### src/rtl/sc_reg_bank.sv
// sc_reg_bank: small register bank with per-register ALU-style operations
// (load, clear, increment, decrement, shifts) and a multi-cycle rotate
// sequenced by a two-state FSM. Two combinational read ports; carry, zero
// and busy flags are registered.
module sc_reg_bank #(
  parameter int RegBANK_DATAWIDTH = 8,
  parameter int RegBANK_DEPTH     = 4,
  parameter int RegBANK_ADDRWIDTH = 2,
  parameter int RegBANK_CNTWIDTH  = 3
) (
  input  logic                         SC_RegBANK_CLOCK_50,
  input  logic                         SC_RegBANK_RESET_InLow,
  input  logic                         SC_RegBANK_load_InLow,
  input  logic [2:0]                   SC_RegBANK_mode_InBUS,
  input  logic [RegBANK_ADDRWIDTH-1:0] SC_RegBANK_wrAddr_InBUS,
  input  logic [RegBANK_DATAWIDTH-1:0] SC_RegBANK_data_InBUS,
  input  logic                         SC_RegBANK_serial_In,
  input  logic [RegBANK_ADDRWIDTH-1:0] SC_RegBANK_rdAddrA_InBUS,
  input  logic [RegBANK_ADDRWIDTH-1:0] SC_RegBANK_rdAddrB_InBUS,
  output logic [RegBANK_DATAWIDTH-1:0] SC_RegBANK_dataA_OutBUS,
  output logic [RegBANK_DATAWIDTH-1:0] SC_RegBANK_dataB_OutBUS,
  output logic                         SC_RegBANK_carry_Out,
  output logic                         SC_RegBANK_zero_Out,
  output logic                         SC_RegBANK_busy_Out
);

  localparam int W  = RegBANK_DATAWIDTH;
  localparam int AW = RegBANK_ADDRWIDTH;
  localparam int CW = RegBANK_CNTWIDTH;
  localparam int D  = RegBANK_DEPTH;

  // One extra bit so DEPTH == 2**AW is representable for the range check.
  localparam logic [AW:0] DEPTH_L = (AW+1)'(D);

  localparam logic [2:0] MODE_HOLD  = 3'b000;
  localparam logic [2:0] MODE_LOAD  = 3'b001;
  localparam logic [2:0] MODE_CLEAR = 3'b010;
  localparam logic [2:0] MODE_INC   = 3'b011;
  localparam logic [2:0] MODE_DEC   = 3'b100;
  localparam logic [2:0] MODE_SHL   = 3'b101;
  localparam logic [2:0] MODE_SHR   = 3'b110;
  localparam logic [2:0] MODE_ROT   = 3'b111;

  typedef enum logic [0:0] {
    ST_IDLE   = 1'b0,
    ST_ROTATE = 1'b1
  } state_t;

  state_t         state_r, state_nxt_s;
  logic [W-1:0]   regs_r [D];
  logic [AW-1:0]  rot_addr_r, rot_addr_nxt_s;
  logic [CW-1:0]  rot_cnt_r, rot_cnt_nxt_s;
  logic           carry_r, carry_nxt_s;
  logic           zero_r, zero_nxt_s;

  logic           accept_s;
  logic           upd_s;
  logic           op_carry_s;
  logic [W-1:0]   op_res_s;
  logic           wr_en_s;
  logic [AW-1:0]  wr_idx_s;
  logic [W-1:0]   wr_data_s;
  logic [W-1:0]   cur_s;
  logic [W-1:0]   rot_cur_s;
  logic [W-1:0]   rot_res_s;
  logic [W-1:0]   data_a_s;
  logic [W-1:0]   data_b_s;
  logic [CW-1:0]  rot_n_s;

  // Read muxes: OR of one-hot selected entries, unmatched addresses read 0.
  always_comb begin
    data_a_s  = '0;
    data_b_s  = '0;
    cur_s     = '0;
    rot_cur_s = '0;
    for (int i = 0; i < D; i++) begin
      data_a_s  = data_a_s  | ((SC_RegBANK_rdAddrA_InBUS == AW'(i)) ? regs_r[i] : '0);
      data_b_s  = data_b_s  | ((SC_RegBANK_rdAddrB_InBUS == AW'(i)) ? regs_r[i] : '0);
      cur_s     = cur_s     | ((SC_RegBANK_wrAddr_InBUS  == AW'(i)) ? regs_r[i] : '0);
      rot_cur_s = rot_cur_s | ((rot_addr_r               == AW'(i)) ? regs_r[i] : '0);
    end
  end

  assign SC_RegBANK_dataA_OutBUS = data_a_s;
  assign SC_RegBANK_dataB_OutBUS = data_b_s;
  assign SC_RegBANK_carry_Out    = carry_r;
  assign SC_RegBANK_zero_Out     = zero_r;
  assign SC_RegBANK_busy_Out     = (state_r == ST_ROTATE);

  assign rot_n_s   = SC_RegBANK_data_InBUS[CW-1:0];
  assign rot_res_s = {rot_cur_s[W-2:0], rot_cur_s[W-1]};
  assign accept_s  = (SC_RegBANK_load_InLow == 1'b0) && (state_r == ST_IDLE) &&
                     ({1'b0, SC_RegBANK_wrAddr_InBUS} < DEPTH_L);

  // Single-cycle operation decode: result, carry and whether it commits.
  always_comb begin
    upd_s      = 1'b0;
    op_res_s   = cur_s;
    op_carry_s = 1'b0;
    if (accept_s) begin
      case (SC_RegBANK_mode_InBUS)
        MODE_HOLD: begin
          upd_s = 1'b0;
        end
        MODE_LOAD: begin
          upd_s    = 1'b1;
          op_res_s = SC_RegBANK_data_InBUS;
        end
        MODE_CLEAR: begin
          upd_s    = 1'b1;
          op_res_s = '0;
        end
        MODE_INC: begin
          upd_s      = 1'b1;
          op_res_s   = cur_s + W'(1);
          op_carry_s = &cur_s;
        end
        MODE_DEC: begin
          upd_s      = 1'b1;
          op_res_s   = cur_s - W'(1);
          op_carry_s = (cur_s == '0);
        end
        MODE_SHL: begin
          upd_s      = 1'b1;
          op_res_s   = {cur_s[W-2:0], SC_RegBANK_serial_In};
          op_carry_s = cur_s[W-1];
        end
        MODE_SHR: begin
          upd_s      = 1'b1;
          op_res_s   = {SC_RegBANK_serial_In, cur_s[W-1:1]};
          op_carry_s = cur_s[0];
        end
        MODE_ROT: begin
          // A zero count is a no-change single-cycle op; otherwise the FSM takes over.
          upd_s = (rot_n_s == CW'(0));
        end
        default: begin
          upd_s = 1'b0;
        end
      endcase
    end else begin
      upd_s = 1'b0;
    end
  end

  // FSM next state, bank write port and flag updates.
  always_comb begin
    state_nxt_s    = state_r;
    rot_addr_nxt_s = rot_addr_r;
    rot_cnt_nxt_s  = rot_cnt_r;
    carry_nxt_s    = carry_r;
    zero_nxt_s     = zero_r;
    wr_en_s        = 1'b0;
    wr_idx_s       = SC_RegBANK_wrAddr_InBUS;
    wr_data_s      = op_res_s;
    case (state_r)
      ST_IDLE: begin
        if (upd_s) begin
          wr_en_s     = 1'b1;
          carry_nxt_s = op_carry_s;
          zero_nxt_s  = (op_res_s == '0);
        end else if (accept_s && (SC_RegBANK_mode_InBUS == MODE_ROT)) begin
          state_nxt_s    = ST_ROTATE;
          rot_addr_nxt_s = SC_RegBANK_wrAddr_InBUS;
          rot_cnt_nxt_s  = rot_n_s;
        end else begin
          state_nxt_s = ST_IDLE;
        end
      end
      ST_ROTATE: begin
        wr_en_s       = 1'b1;
        wr_idx_s      = rot_addr_r;
        wr_data_s     = rot_res_s;
        rot_cnt_nxt_s = rot_cnt_r - CW'(1);
        if (rot_cnt_r == CW'(1)) begin
          state_nxt_s = ST_IDLE;
          carry_nxt_s = 1'b0;
          zero_nxt_s  = (rot_res_s == '0);
        end else begin
          state_nxt_s = ST_ROTATE;
        end
      end
      default: begin
        state_nxt_s = ST_IDLE;
      end
    endcase
  end

  // State, bank and flag registers with asynchronous clear.
  always_ff @(posedge SC_RegBANK_CLOCK_50 or negedge SC_RegBANK_RESET_InLow) begin
    if (!SC_RegBANK_RESET_InLow) begin
      state_r    <= ST_IDLE;
      rot_addr_r <= '0;
      rot_cnt_r  <= '0;
      carry_r    <= 1'b0;
      zero_r     <= 1'b0;
      for (int i = 0; i < D; i++) begin
        regs_r[i] <= '0;
      end
    end else begin
      state_r    <= state_nxt_s;
      rot_addr_r <= rot_addr_nxt_s;
      rot_cnt_r  <= rot_cnt_nxt_s;
      carry_r    <= carry_nxt_s;
      zero_r     <= zero_nxt_s;
      for (int i = 0; i < D; i++) begin
        if (wr_en_s && (wr_idx_s == AW'(i))) begin
          regs_r[i] <= wr_data_s;
        end
      end
    end
  end

endmodule

### config.mk
export PLATFORM = sky130hd
export DESIGN_NAME = sc_reg_bank
export DESIGN_NICKNAME = d
export VERILOG_FILES = /design/src/rtl/sc_reg_bank.sv
export SDC_FILE = /design/constraint.sdc
export NUM_CORES = 1
export LEC_CHECK = 0
export ABC_CLOCK_PERIOD_IN_PS = 6800
export BUFFER_PORTS_ARGS = -buffer_cell sky130_fd_sc_hd__clkbuf_2
export CAP_MARGIN = 10
export CORE_ASPECT_RATIO = 0.7
export CORE_MARGIN = 2
export CORE_UTILIZATION = 47
export DETAILED_ROUTE_END_ITERATION = 10
export PLACE_DENSITY = 0.79
export RECOVER_POWER = 100
export SLEW_MARGIN = 20
export SYNTH_ARGS = -nofsm -noshare
export SYNTH_HDL_FRONTEND = slang
export SYNTH_SLANG_ARGS = --single-unit
### constraint.sdc
create_clock -name SC_RegBANK_CLOCK_50 -period 6.8 [get_ports SC_RegBANK_CLOCK_50]
set_clock_uncertainty 0.2 [all_clocks]
set_input_delay 1.36 -clock SC_RegBANK_CLOCK_50 [delete_from_list [all_inputs] [get_ports SC_RegBANK_CLOCK_50]]
set_output_delay 1.36 -clock SC_RegBANK_CLOCK_50 [all_outputs]
set_load 0.005 [all_outputs]
==> metrics.yaml, run 1 <==
critical_path:
  crit_family: "multiplexers"
  end_kind: "flop"
  startpoint_type: "input pin"
  rr_endpoint: "regs_r[7]"
  r2r-start: "regs_r[18]"
  arrival_ns: 5.33
  critPathMaxFanout: 16
  r2r.worst_path.cells: 9
  worstPathRequired_ns: 6.84
  worstPathBufferInverterCount: 1
  r2r_slack_ns: 3.03
  path_class: "input pin to flop"
  slowest_delay_ns: 0.81
  crit_chain: "clkbuf_1, mux4_1, ha_1, and4_1, and3_1, o21ba_1, a211oi_1, mux2i_1, o31ai_1, mux2_2"
  cpMaxStageDelayCell: "mux4_1"
cts:
  clock-root-buffer: "clkbuf_8"
  postCtsSetupBuffers: 0
  clk_pin_slew_ns: 0.08
  cts_sinks: 40
  cts_buffers: 5
  ctsHoldBuffers: 0
  worstSkewPairLatency_ns: 0.30
  cts_resized: 0
  clk_path_buf_depth: 2
  h-tree-depth: 2
  cts_tree: "yes"
floorplanning:
  rows: 25
  die_w_um: 106
  initial_core_util_pct: 49.5
  core_um2: 6880
  io_pins: 40
  dieArea_um2: 7960
  die_y_um: 75.3
power_and_ir_drop:
  ir_worst_vdd_v: 0.000236
  leakage_nw: 1.50
  finalPower_mw: 1.66
  powerDensity_nw_per_um2: 447
final_layout:
  multi_input_area_um2: 2250
  final_net_count: 370
  areaGrowthSynthToFinish_pct: 9.10
  stdcell_count: 435
  fillCellCount: 657
  post-route-cell-area_um2: 3720
  drive_gt1_share_pct: 27.9
  final_util_pct: 54.1
  n_antenna_cell: 0
  seq_area_um2: 1000
logic_synthesis:
  ys.flop_type: "dfrtp_1"
  ys_warn_count: 0
  synth-edff-count: 0
  synth-async-reset-ratio_pct: 100
  ys_types: 63
  synth_cells: 314
  syn_nets: 344
  syn_area_um2: 3410
  synth-seq-area-share_pct: 29.4
  ys_ff_latch: 40
  avgSynthCellArea_um2: 10.9
sta:
  setup_viol: 0
  worst_slack_ns: 1.50
  slew_headroom_pct: -43.6
  tightest_slew_ns: 2.15
  maxSlewViolCount: 50
  rsz0062_at_grt: "no"
  finalHoldViolCount: 0
  fin_crit_sh_pct: 77.9
  final.setup.tns_ns: 0
  holdWs_ns: 0.278
  timing.final.crit_period_ns: 5.30
  max_freq_ghz: 0.189
placement:
  pre_cts_ws_ns: 1.89
  placed_cells: 427
  placed_area_um2: 3640
  gp_congestion: 0.873
  hpwl_um: 6670
  io_buffers: 39
grt:
  grt_max_degree: 41
  grt_first_pass_wirelength_um: 14500
  antenna_found_initial: 0
  grtUsageTotal_pct: 23.7
  grt_pass1_vias: 2769
  grt.overflow.total: 0
drt:
  wl_per_cell_um: 20.7
  route.detailed.drc: 0
  viasPerCell: 6.65
  postRouteAntennaNets: 0
  drtPass1Iterations: 5
  drt-initial-drc-count: 241
  num_vias: 2891
  drt_wl_total_um: 9010
status:
  outcome: "finished with violations"
  violations: "capacitance limit, slew limit"
hold_path:
  hold-path-endpoint: "rot_cnt_r[0]"
  hold_depth: 1
  min-delay-start: "rot_cnt_r[0]"
  worstHoldPathType: "flop to flop"
flow_run:
  cap_viol_max_count: 2
==> worst register-to-register path: stages (launching register included) <==
cell,delay [ns]
dfrtp_1,0.43
mux4_1,0.67
ha_1,0.44
and4_1,0.26
and3_1,0.20
o21ba_1,0.18
a211oi_1,0.39
mux2i_1,0.14
o31ai_1,0.53
mux2_2,0.28
==> cell families after synthesis <==
family / after synthesis / synth area share, %
muxes: 74 / 34.8
xor gates and xnor gates: 3 / 0.771
adders and majority gates: 9 / 3.52
DFF: 40 / 29.4
and+or+nand+nor: 84 / 12.8
AOI/OAI and AO/OA: 72 / 14.9
buffers and inverters: 32 / 3.85
==> cell usage after synthesis, drive strengths merged (2+ instances only) <==
cell type	count	area [um^2]
o32ai	3	33.8
mux2i	6	60.1
o31ai	5	47.5
nand2b	5	31.3
a21oi	14	70.1
nand2	24	90.1
a31oi	3	18.8
o22ai	5	31.3
and3b	2	17.5
and3	4	25.0
buf	9	45.0
a211oi	6	50.1
nand3b	2	15.0
inv	12	45.0
mux2	37	417
nor4	4	25.0
nor2	17	63.8
clkbuf	11	41.3
o211ai	2	15.0
nand4	2	12.5
o21ai	15	75.1
xnor2	2	17.5
and2	4	25.0
a21o	3	22.5
dfrtp	40	1000
mux4	31	709
nand3	8	40.0
nor2b	2	12.5
o21a	2	15.0
or3	2	12.5
ha	8	100
nor3	2	10.0
==> final cells by class <==
type,instances,area share (%)
multi-input cells,242,60.6
repair buffers,39,4.71
clock inverters,1,0.807
clock buffers,7,2.59
well taps,94,3.16
flip-flops and latches,40,26.9
inverters,12,1.21
==> registers in the layout, summed over array words and instances (netlist names) <==
register	count
regs_r	32
rot_cnt_r	3
SC_RegBANK_busy_Out	1
SC_RegBANK_zero_Out	1
SC_RegBANK_carry_Out	1
rot_addr_r	2
==> metal layers <==
| layer | share of wire (%) | vias to the layer above | routed length [um] | GRT usage [%] |
|---|---|---|---|---|
| li1 | - | 1279 | - | - |
| met1 | 45 | 1433 | 4070 | 35.3 |
| met2 | 44 | 156 | 3990 | 36.1 |
| met3 | 8.7 | 23 | 786 | 4.24 |
| met4 | 1.8 | 0 | 162 | 7.02 |
| met5 | 0 | - | 0 | 0 |
==> worst max-delay path by stage <==
stage,from,endpoint,slack [ns],depth (start not counted)
after global placement,SC_RegBANK_wrAddr_InBUS[0],regs_r[15],2.01,10
final,SC_RegBANK_wrAddr_InBUS[0],regs_r[7],1.50,10
after global routing,SC_RegBANK_wrAddr_InBUS[0],regs_r[7],1.33,10
after detailed placement,SC_RegBANK_wrAddr_InBUS[0],regs_r[15],1.89,10
after floorplan,SC_RegBANK_wrAddr_InBUS[0],regs_r[15],2.52,10
after CTS,SC_RegBANK_wrAddr_InBUS[0],regs_r[15],2.20,10
==> cell usage in the layout (no fill, tap or decap), types with 3 or more instances in the layout <==
cell type,instances
clkbuf_2,23
a21o_1,3
clkbuf_1,16
nand2_1,24
o22ai_1,5
o32ai_1,3
mux4_2,28
and2_1,4
a21oi_1,14
nand2b_1,5
mux4_1,3
o31ai_1,5
o21ai_0,14
mux2_2,35
nand3_1,8
dfrtp_1,40
and3_1,4
a211oi_1,6
inv_1,12
a31oi_1,3
ha_1,8
nor2_1,17
nor4_1,4
clkbuf_8,7
mux2i_1,6
==> where the power goes <==
group / internal [mW] / total (mW) / switching (mW)
clock: 0.130 / 0.215 / 0.0857
combinational: 0.474 / 0.919 / 0.446
sequential: 0.354 / 0.530 / 0.175
No activity file was read; power rests on OpenSTA's default activity.
==> run 2, diff against run 1 <==
--- a/config.mk
+++ b/config.mk
@@ -5,14 +5,15 @@
 export SDC_FILE = /design/constraint.sdc
 export NUM_CORES = 1
 export LEC_CHECK = 0
-export ABC_CLOCK_PERIOD_IN_PS = 6800
+export ABC_AREA = 1
+export ABC_CLOCK_PERIOD_IN_PS = 4950
 export BUFFER_PORTS_ARGS = -buffer_cell sky130_fd_sc_hd__clkbuf_2
 export CAP_MARGIN = 10
 export CORE_ASPECT_RATIO = 0.7
 export CORE_MARGIN = 2
 export CORE_UTILIZATION = 47
 export DETAILED_ROUTE_END_ITERATION = 10
-export PLACE_DENSITY = 0.79
+export PLACE_DENSITY = 0.78
 export RECOVER_POWER = 100
 export SLEW_MARGIN = 20
 export SYNTH_ARGS = -nofsm -noshare
==> constraint.sdc (replaced) <==
create_clock -name SC_RegBANK_CLOCK_50 -period 4.95 [get_ports SC_RegBANK_CLOCK_50]
set_clock_uncertainty 0.2 [all_clocks]
set_input_delay 0.99 -clock SC_RegBANK_CLOCK_50 [delete_from_list [all_inputs] [get_ports SC_RegBANK_CLOCK_50]]
set_output_delay 0.99 -clock SC_RegBANK_CLOCK_50 [all_outputs]
set_load 0.005 [all_outputs]
==> metrics.yaml, run 2 <==
final_layout:
  layout_commonest_cell: "nand2_1"
  seq_area_um2: 1000
  multi_input_area_um2: 2090
  top_register: "regs_r"
  drive_gt1_share_pct: 12.0
  fillCellCount: 734
  layout_common_cells: "nand2_1, inv_1, o21ai_0"
  areaGrowthSynthToFinish_pct: 9.15
  post-route-cell-area_um2: 3810
  stdcell_count: 672
  largest_reg_flops: 32
  n_antenna_cell: 0
  final_net_count: 603
  top_regs: "regs_r x32, rot_cnt_r x3, rot_addr_r x2"
logic_synthesis:
  ys_types: 41
  ys_warn_count: 0
  synth_top_area_cell: "dfrtp_1"
  synth-seq-area-share_pct: 28.7
  synth-async-reset-ratio_pct: 100
  synthTopCellsByArea: "dfrtp_1, nand2_1, inv_1"
  synth-edff-count: 0
  ys.flop_type: "dfrtp_1"
  synthTopCellsByCount: "nand2_1, inv_1, o21ai_0"
  ys_ff_latch: 40
  syn_nets: 567
  avgSynthCellArea_um2: 6.50
  syn_area_um2: 3490
  synth_cells: 537
  synth.most_common_cell: "nand2_1"
  netlist.area_leader.share_pct: 28.7
critical_path:
  cpMaxStageDelayCell: "clkbuf_1"
  cp-startpoint: "SC_RegBANK_wrAddr_InBUS[1]"
  r2r-start: "SC_RegBANK_busy_Out"
  path_class: "input pin to flop"
  worstPathBufferInverterCount: 3
  crit_chain: "clkbuf_1, inv_1, nand3_1, nand4_1, ha_1, a21o_1, inv_1, nand2_2, nand2_1, nand3_1, a21oi_1, nand2_1, nand2_1, nand2_1, o21ai_0"
  arrival_ns: 4.09
  end_kind: "flop"
  worstPathRequired_ns: 4.96
  slowest_delay_ns: 0.51
  r2r_slack_ns: 2.00
  crit_family: "simple AND/OR/NAND/NOR gates"
  cp_common_cell: "nand2_1"
  rr_endpoint: "regs_r[27]"
  startpoint_type: "input pin"
  r2r.worst_path.cells: 8
  critPathMaxFanout: 13
placement:
  io_buffers: 39
  hpwl_um: 9360
  placed_cells: 664
  placed_area_um2: 3730
  gp_congestion: 1.04
cts:
  cts_buffers: 5
  cts_sinks: 40
  h-tree-depth: 2
  clk_path_buf_depth: 2
  postCtsSetupBuffers: 0
  ctsHoldBuffers: 0
  clk_pin_slew_ns: 0.08
  clock-root-buffer: "clkbuf_8"
  worstSkewPairLatency_ns: 0.30
  cts_resized: 0
  cts_tree: "yes"
grt:
  grt_pass1_vias: 3625
  grtUsageTotal_pct: 29.4
  antenna_found_initial: 0
  grt_max_degree: 41
  grt.overflow.total: 0
  grt_first_pass_wirelength_um: 19000
drt:
  viasPerCell: 5.94
  postRouteAntennaNets: 0
  drt_wl_total_um: 11900
  route.detailed.drc: 0
  wl_per_cell_um: 17.6
  drt-initial-drc-count: 453
  num_vias: 3989
  drtPass1Iterations: 5
hold_path:
  hold-path-endpoint: "rot_cnt_r[0]"
  hold_depth: 1
  min-delay-start: "rot_cnt_r[0]"
  worstHoldPathType: "flop to flop"
power_and_ir_drop:
  powerDensity_nw_per_um2: 556
  ir_worst_vdd_v: 0.000331
  leakage_nw: 1.88
  finalPower_mw: 2.12
floorplanning:
  dieArea_um2: 8140
  die_y_um: 76.1
  die_w_um: 107
  io_pins: 40
  initial_core_util_pct: 48.1
  rows: 26
  core_um2: 7250
sta:
  rsz0062_at_grt: "no"
  max_freq_ghz: 0.245
  timing.final.crit_period_ns: 4.09
  tightest_slew_ns: 2.24
  slew_headroom_pct: -49.6
  final.setup.tns_ns: 0
  maxSlewViolCount: 41
  fin_crit_sh_pct: 82.6
  setup_viol: 0
  finalHoldViolCount: 0
status:
  outcome: "finished with violations"
  violations: "capacitance limit, slew limit"
flow_run:
  cap_viol_max_count: 1
## run 2: per-layer routing
| metal | share of wire, % | wire length (um) | GRT usage [%] |
|---|---|---|---|
| met1 | 45 | 5360 | 46.5 |
| met2 | 40 | 4790 | 40.9 |
| met3 | 13 | 1600 | 7.10 |
| met4 | 0.89 | 106 | 4.16 |
| met5 | 0 | 0 | 0 |
## run 2: how the worst max path moves through the flow
stage	end	slack, ns	cells after the start
CTS	SC_RegBANK_zero_Out	1.43	16
global route	regs_r[29]	0.64	15
finish	regs_r[3]	0.86	15
global placement	regs_r[7]	1.27	19
floorplan	regs_r[13]	1.78	16
detailed placement	SC_RegBANK_zero_Out	1.13	16
## run 2: kinds of logic after synthesis
logic type | Yosys count | synth area share, %
adders and majority gates | 9 | 3.44
buffers and inverters | 91 | 11.0
AOI/OAI and AO/OA | 135 | 21.3
DFF | 40 | 28.7
and+or+nand+nor | 259 | 34.6
xor gates and xnor gates | 3 | 0.969
## run 2: power by group
| group | internal [mW] | leakage (nW) | switching, mW |
|---|---|---|---|
| Clock | 0.149 | 0.0541 | 0.131 |
| Sequential | 0.470 | 0.505 | 0.174 |
| Combinational | 0.375 | 1.32 | 0.819 |
## run 2: area by class of cell
class,count,area share (%)
Tap cell,98,3.22
Timing Repair Buffer,39,4.77
Sequential cell,40,26.3
Multi-Input combinational cell,406,54.8
Clock inverter,3,1.12
Clock buffer,5,1.81
Inverter,81,7.99
## run 2: per-stage QoR
step	setup slack [ns]	hold WS, ns	util [%]
after floorplan	1.78	0.250	-
after global placement	1.27	0.266	51.4
after detailed placement	1.13	0.301	51.4
after CTS	1.43	0.319	52.9
after global routing	0.636	0.343	52.5
final	0.862	0.310	52.5
==> run 3, diff against run 2 <==
--- a/config.mk
+++ b/config.mk
@@ -5,15 +5,15 @@
 export SDC_FILE = /design/constraint.sdc
 export NUM_CORES = 1
 export LEC_CHECK = 0
-export ABC_AREA = 1
-export ABC_CLOCK_PERIOD_IN_PS = 4950
+export ABC_AREA = 0
+export ABC_CLOCK_PERIOD_IN_PS = 4019
 export BUFFER_PORTS_ARGS = -buffer_cell sky130_fd_sc_hd__clkbuf_2
 export CAP_MARGIN = 10
 export CORE_ASPECT_RATIO = 0.7
 export CORE_MARGIN = 2
 export CORE_UTILIZATION = 47
 export DETAILED_ROUTE_END_ITERATION = 10
-export PLACE_DENSITY = 0.78
+export PLACE_DENSITY = 0.79
 export RECOVER_POWER = 100
 export SLEW_MARGIN = 20
 export SYNTH_ARGS = -nofsm -noshare
==> constraint.sdc (replaced) <==
create_clock -name SC_RegBANK_CLOCK_50 -period 4.02 [get_ports SC_RegBANK_CLOCK_50]
set_clock_uncertainty 0.2 [all_clocks]
set_input_delay 0.804 -clock SC_RegBANK_CLOCK_50 [delete_from_list [all_inputs] [get_ports SC_RegBANK_CLOCK_50]]
set_output_delay 0.804 -clock SC_RegBANK_CLOCK_50 [all_outputs]
set_load 0.005 [all_outputs]
==> metrics.yaml, run 3 (synthesis results as in run 1) <==
power_and_ir_drop:
  ir_worst_vdd_v: 0.000494
  leakage_nw: 1.57
  powerDensity_nw_per_um2: 733
  finalPower_mw: 2.80
final_layout:
  largest_reg_flops: 32
  areaGrowthSynthToFinish_pct: 12.1
  fillCellCount: 603
  multi_input_area_um2: 2260
  seq_area_um2: 1000
  layout_common_cells: "dfrtp_1, mux2_2, mux4_2"
  stdcell_count: 453
  drive_gt1_share_pct: 31.5
  top_regs: "regs_r x32, rot_cnt_r x3, rot_addr_r x2"
  top_register: "regs_r"
  final_net_count: 388
  post-route-cell-area_um2: 3820
  n_antenna_cell: 0
  layout_commonest_cell: "dfrtp_1"
hold_path:
  worstHoldPathType: "flop to flop"
cts:
  h-tree-depth: 2
  cts_sinks: 40
  cts_resized: 0
  cts_buffers: 5
  postCtsSetupBuffers: 0
  clock-root-buffer: "clkbuf_8"
  clk_path_buf_depth: 2
  worstSkewPairLatency_ns: 0.30
  ctsHoldBuffers: 0
  clk_pin_slew_ns: 0.08
  cts_tree: "yes"
drt:
  postRouteAntennaNets: 0
  route.detailed.drc: 0
  drt-initial-drc-count: 290
  drt_wl_total_um: 8710
  num_vias: 2887
  drtPass1Iterations: 5
  wl_per_cell_um: 19.2
  viasPerCell: 6.37
sta:
  maxSlewViolCount: 41
  max_freq_ghz: 0.264
  timing.final.crit_period_ns: 3.78
  tightest_slew_ns: 2.18
  rsz0062_at_grt: "no"
  final.setup.tns_ns: 0
  holdWs_ns: 0.290
  slew_headroom_pct: -45.4
  setup_viol: 0
  finalHoldViolCount: 0
  fin_crit_sh_pct: 94.1
floorplanning:
  initial_core_util_pct: 49.5
  die_w_um: 106
  io_pins: 40
  dieArea_um2: 7960
  core_um2: 6880
  rows: 25
  die_y_um: 75.3
grt:
  grt.overflow.total: 0
  antenna_found_initial: 0
  grt_max_degree: 41
  grt_pass1_vias: 2757
  grt_first_pass_wirelength_um: 14200
  grtUsageTotal_pct: 23.3
status:
  outcome: "finished with violations"
  violations: "capacitance limit, slew limit"
critical_path:
  arrival_ns: 3.77
  critPathMaxFanout: 6
  path_class: "input pin to flop"
  worstPathRequired_ns: 4.00
  end_kind: "flop"
  startpoint_type: "input pin"
placement:
  io_buffers: 39
  gp_congestion: 0.914
  placed_area_um2: 3770
  hpwl_um: 6730
  placed_cells: 445
flow_run:
  cap_viol_max_count: 1
run 3: report_power, final:
group          switching [mW]  internal [mW]  total (mW)
combinational           0.779          0.866        1.64
sequential              0.264          0.600       0.864
clock                   0.153          0.139       0.292
run 3: final timing paths:
| kind | startpoint | end | slack, ns | cells past startpoint |
|---|---|---|---|---|
| max | SC_RegBANK_wrAddr_InBUS[0] | regs_r[15] | 0.24 | 10 |
| min | rot_cnt_r[0] | rot_cnt_r[0] | 0.29 | 1 |
| max reg2reg | regs_r[3] | regs_r[15] | 0.56 | 9 |
| min reg2reg | rot_cnt_r[0] | rot_cnt_r[0] | 0.29 | 1 |
| max in group asynchronous | SC_RegBANK_RESET_InLow | regs_r[1] | 1.44 | 1 |
| min in group asynchronous | SC_RegBANK_RESET_InLow | regs_r[30] | 0.94 | 1 |
run 3: final cells by class:
type	instances	share of cell area, %
Clock buffer	6	2.16
Clock inverter	2	0.393
Inverter	12	1.18
Multi-Input combinational cell	242	59.2
Sequential cell	40	26.2
Tap cell	94	3.08
Timing Repair Buffer	57	7.82
run 3: critical path, stage by stage:
cell and delay, ns:
clkbuf_2 0.20, mux4_1 0.64, ha_1 0.38, and4_1 0.24
and3_1 0.19, o21ba_1 0.18, a211oi_1 0.41, mux2i_1 0.25
o31ai_1 0.12, mux2_1 0.35
run 3: routing by layer:
layer | part of all wire [%] | GRT usage (%) | vias to the layer above
li1 | - | - | 1322
met4 | 0.51 | 3.95 | 0
met3 | 8.2 | 6.49 | 11
met5 | 0 | 0 | -
met2 | 45 | 35.1 | 123
met1 | 47 | 34.4 | 1431
run 3: stage by stage:
step / utilization [%] / setup WS (ns)
2_1_floorplan: - / 0.292
3_3_place_gp: 54.8 / 0.0524
3_5_place_dp: 54.8 / 0.0158
4_1_cts: 56.2 / 0.305
5_1_grt: 55.5 / 0.0166
6_report: 55.5 / 0.235
